<file path="config.mk">
export PLATFORM = sky130hd
export DESIGN_NAME = register_file_param
export DESIGN_NICKNAME = d
export VERILOG_FILES = /design/src/rtl/register_file_param.sv
export SDC_FILE = /design/constraint.sdc
export NUM_CORES = 1
export LEC_CHECK = 0
export BUFFER_PORTS_ARGS = -buffer_cell sky130_fd_sc_hd__buf_2
export CAP_MARGIN = 20
export CORE_ASPECT_RATIO = 0.75
export CORE_MARGIN = 4
export CORE_UTILIZATION = 54
export CTS_BUF_LIST = sky130_fd_sc_hd__clkbuf_4 sky130_fd_sc_hd__clkbuf_8
export CTS_CLUSTER_SIZE = 20
export DETAILED_ROUTE_END_ITERATION = 7
export GPL_TIMING_DRIVEN = 0
export PLACE_DENSITY_LB_ADDON = 0.2
export SYNTH_ARGS = -nofsm -noshare
export SYNTH_HDL_FRONTEND = slang
export SYNTH_SLANG_ARGS = --single-unit
</file>
<file path="constraint.sdc">
create_clock -name clk -period 2.4 [get_ports clk]
set_input_delay 0.12 -clock clk [delete_from_list [all_inputs] [get_ports clk]]
set_output_delay 0.12 -clock clk [all_outputs]
set_load 0.1 [all_outputs]
</file>
<file path="src/rtl/register_file_param.sv">
//------------------------------------------------------------------------------
// Module      : register_file_param
// Description : Parametrised 2R/1W register file with optional zero register,
//               optional write-to-read bypass and a one-entry-per-cycle sweep clear.
// Revision    : 1.0 - initial release
//------------------------------------------------------------------------------
`default_nettype none

module register_file_param #(
    parameter int WIDTH    = 8,
    parameter int DEPTH    = 8,
    parameter int AW       = $clog2(DEPTH),
    parameter int ZERO_REG = 0,
    parameter int BYPASS   = 0
) (
    input  logic             clk,
    input  logic             rst,
    input  logic             we3,
    input  logic [AW-1:0]    wa3,
    input  logic [WIDTH-1:0] wd3,
    input  logic [AW-1:0]    ra1,
    input  logic [AW-1:0]    ra2,
    output logic [WIDTH-1:0] rd1,
    output logic [WIDTH-1:0] rd2,
    input  logic             clr_req,
    output logic             clr_busy,
    output logic             clr_done
);

    localparam logic [AW:0]   c_depth = (AW+1)'(DEPTH);
    localparam logic [AW-1:0] c_last  = AW'(DEPTH - 1);

    typedef enum logic [0:0] {
        S_IDLE  = 1'b0,
        S_CLEAR = 1'b1
    } state_t;

    state_t          r_state;
    state_t          w_state_nxt;
    logic [AW-1:0]   r_ptr;
    logic [AW-1:0]   w_ptr_nxt;
    logic            r_done;
    logic            w_done_nxt;

    logic [WIDTH-1:0] w_mem [DEPTH];
    logic             w_wa_in_range;
    logic             w_wa_zero;
    logic             w_wr_ok;
    logic             w_clearing;

    assign w_clearing    = (r_state == S_CLEAR);
    assign w_wa_in_range = ({1'b0, wa3} < c_depth);
    assign w_wa_zero     = (ZERO_REG != 0) && (wa3 == '0);
    // Gating with rst keeps the bypass path from leaking wd3 while in reset.
    assign w_wr_ok       = rst && !w_clearing && we3 && w_wa_in_range && !w_wa_zero;

    always_ff @(posedge clk or negedge rst) begin
        if (!rst) begin
            r_state <= S_IDLE;
            r_ptr   <= '0;
            r_done  <= 1'b0;
        end else begin
            r_state <= w_state_nxt;
            r_ptr   <= w_ptr_nxt;
            r_done  <= w_done_nxt;
        end
    end

    always_comb begin
        w_state_nxt = r_state;
        w_ptr_nxt   = r_ptr;
        w_done_nxt  = 1'b0;
        case (r_state)
            S_IDLE: begin
                if (clr_req) begin
                    w_state_nxt = S_CLEAR;
                    w_ptr_nxt   = '0;
                end
            end
            S_CLEAR: begin
                if (r_ptr == c_last) begin
                    w_state_nxt = S_IDLE;
                    w_done_nxt  = 1'b1;
                end else begin
                    w_ptr_nxt = r_ptr + 1'b1;
                end
            end
            default: w_state_nxt = S_IDLE;
        endcase
    end

    for (genvar gi = 0; gi < DEPTH; gi++) begin : g_reg
        if ((ZERO_REG != 0) && (gi == 0)) begin : g_zero
            assign w_mem[gi] = '0;
        end else begin : g_store
            logic [WIDTH-1:0] r_q;
            always_ff @(posedge clk or negedge rst) begin
                if (!rst) begin
                    r_q <= '0;
                end else if (w_clearing && (r_ptr == AW'(gi))) begin
                    r_q <= '0;
                end else if (w_wr_ok && (wa3 == AW'(gi))) begin
                    r_q <= wd3;
                end
            end
            assign w_mem[gi] = r_q;
        end
    end

    assign rd1 = ((BYPASS != 0) && w_wr_ok && (wa3 == ra1)) ? wd3 :
                 (({1'b0, ra1} < c_depth) ? w_mem[ra1] : '0);
    assign rd2 = ((BYPASS != 0) && w_wr_ok && (wa3 == ra2)) ? wd3 :
                 (({1'b0, ra2} < c_depth) ? w_mem[ra2] : '0);

    assign clr_busy = w_clearing;
    assign clr_done = r_done;

endmodule

`default_nettype wire

</file>
==> metrics.md <==
| Metric | Value |
|---|---|
| Tmin final | 2.27 ns |
| Clock latency on the worst-skew pair | 0.35 ns |
| Syn nets | 336 |
| Final Hold Vio Count | 69 |
| Fin crit share | 94.7% |
| GRT Util Overall | 24.4% |
| IO Port Bufs | 32 |
| Design area | 4430 um2 |
| Post-Syn Area | 3910 um2 |
| Worst min path class | primary input to async pin |
| Area leader, netlist | dfrtp_1 |
| Hpwl dp | 6520 um |
| Die area | 8680 um2 |
| Worst Setup End Kind | output pin |
| Peak VDD IR | 818 uV |
| Failing checks | negative hold slack |
| Req. time, crit path | 2.28 ns |
| Netlist cell types | 24 |
| Die X | 106 um |
| Total CTS buffers | 9 |
| Largest net degree at the start of global routing | 72 |
| Syn avg cell area | 12.7 um2 |
| Post-Place Setup Slack | -0.197 ns |
| Leakage | 2.03 nW |
| Crit-path max FO | 10 |
| Fin. max-slew vios | 0 |
| Clock transition at path regs | 0.08 ns |
| Cts repair resizes | 0 |
| Drt drc | 0 |
| WHS | -0.119 ns |
| H-Tree Depth | 3 |
| CP Launch Type | primary input |
| Routed vias | 2685 |
| Sequential area share after synthesis | 44.2% |
| Via/cell ratio | 5.89 |
| Hold Buf Count CTS | 1 |
| R2R depth | 5 |
| Starting density of the core | 56.4% |
| Synth Instances | 309 |
| Row count | 26 |
| Post-DP Area | 4200 um2 |
| Fmax | 440 MHz |
| Vias in the first global route | 2787 |
| Nets | 380 |
| CORE AREA | 6930 um2 |
| Synth Register Bits | 69 |
| Antenna violations before repair | 0 |
| Initial DRC count | 153 |
| Post-synth EDFFs | 0 |
| Largest cells by area after synthesis | dfrtp_1, mux4_2, mux2i_1, nand2_1, mux2_2 |
| TritonCTS clock tree | built |
| Clk root buf | clkbuf_8 |
| Slew of the pin with the lowest slew margin | 1.11 ns |
| Cell Pwr Density | 1120 nW/um2 |
| RD Place Congestion | 0.819 |
| First-pass GRT wire length | 15300 um |
| Final setup vio count | 0 |
| RSZ-0062 raised after global routing | false |
| Final core occ | 63.9% |
| CP Data Arrival Time | 2.15 ns |
| Syn-to-layout area delta | 13.2% |
| Ant diodes | 0 |
| Total Wirelength | 9750 um |
| Maximum root-to-sink buffer count | 2 |
| Synth Flop Type | dfrtp_1 |
| Proportion of layout cells with a drive suffix above 1 | 30.7% |
| Sinks on Clock Net | 69 |
| Max-cap violation count | 0 |
| Crit Path Category | primary input to output pin |
| Grt ovf | 0 |
| Post-route ant nets | 0 |
| Status | complete, but fails checks |
| Top cell type's share of synthesized area | 44.2% |
| Wire per inst | 21.4 um |
| Top post-synthesis cells by count | dfrtp_1, nand2_1, mux2i_1 |
| Drt first pass iters | 4 |
| Relative slew slack | 25.9% |
| Share of async-settable or async-resettable flops after synthesis | 100% |
| Ports | 39 |
| Final worst setup slack | 0.128 ns |
| Synth warn | 0 |
| Chip Height | 81.7 um |
| Max Clock Skew | 0.00672 ns |
## worst max-delay path: stages
cell,delay [ns]
buf_1,0.45
clkbuf_1,0.59
mux4_2,0.40
mux2_2,0.29
buf_2,0.30
## sequential cells by signal, summed over array words and instances (netlist names)
register / count
clr_busy: 1
clr_done: 1
g.g_store.r_q: 64
r_ptr: 3
## what timing repair did
item	4_1_cts	5_1_grt
setup endpoints to repair	0	0
buffers inserted	0	0
hold endpoints to repair	71	69
## metrics by stage
stage | instances | total power [mW] | setup TNS, ns
4_1_cts | 456 | 4.98 | 0
3_3_place_gp | 439 | 3.84 | -33.52
3_5_place_dp | 439 | 3.91 | -2.60
2_1_floorplan | 309 | 3.43 | 0
6_report | 456 | 4.98 | 0
5_1_grt | 456 | 5.22 | 0
## placed cells by master, fill, tap and decap left out, drive strengths merged
| cell | netlist | final |
|---|---|---|
| o21a | 1 | 1 |
| dfrtp | 69 | 69 |
| clkinv | 0 | 2 |
| nand2 | 69 | 69 |
| inv | 12 | 13 |
| clkbuf | 4 | 13 |
| nand3b | 5 | 5 |
| mux2i | 64 | 64 |
| clkinvlp | 0 | 2 |
| nand2b | 2 | 2 |
| buf | 11 | 43 |
| nor3 | 2 | 2 |
| bufinv | 0 | 2 |
| o22ai | 1 | 1 |
| nand3 | 5 | 5 |
| nor2 | 4 | 4 |
| o31ai | 2 | 2 |
| mux4 | 32 | 32 |
| dlygate4sd3 | 0 | 1 |
| or3b | 1 | 1 |
| mux2 | 17 | 17 |
| or4b | 2 | 2 |
| ha | 6 | 6 |
## routing by layer
layer	track usage (%)	wire length [um]
met1	31.8	4050
met2	41.4	4790
met3	6.21	824
met4	6.34	89
met5	0	0
## worst paths after layout
check	from	slack, ns	to
worst max-delay path	ra1[1]	0.13	rd1[2]
worst min-delay path	rst	-0.12	g_reg[1].g_store.r_q[0]
worst max register to register	clr_busy	0.20	g_reg[1].g_store.r_q[6]
worst min register to register	g_reg[6].g_store.r_q[2]	0.55	g_reg[6].g_store.r_q[2]
max in group asynchronous	rst	1.91	g_reg[2].g_store.r_q[1]
min in group clk	wd3[6]	0.14	g_reg[0].g_store.r_q[6]
## power breakdown
part	total, mW	switching, mW	internal [mW]
Clock	1.07	0.480	0.588
Sequential	1.80	0.289	1.51
Combinational	2.11	1.44	0.666
Total	4.98	2.21	2.77
## cell type report
cell class / instances / area [um2]
clock inverters: 7 / 97.6
repair buffers: 33 / 173
inverters: 12 / 45.0
plain buffers: 15 / 78.8
multi-input cells: 213 / 2060
flip-flops and latches: 69 / 1730
clock buffers: 9 / 124
fillers: 567 / 2500
well taps: 98 / 123
## logic make-up (layout without fill, tap and decap cells)
group                      Yosys count  count (layout)  share of synthesized area [%]
AOI/OAI and AO/OA                    4               4                          0.736
adders and majority gates            6               6                           1.92
buffers and inverters               27              76                           3.17
DFF                                 69              69                           44.2
muxes                              113             113                           39.7
and+or+nand+nor                     90              90                           10.3
(Power assumes the default switching activity.)
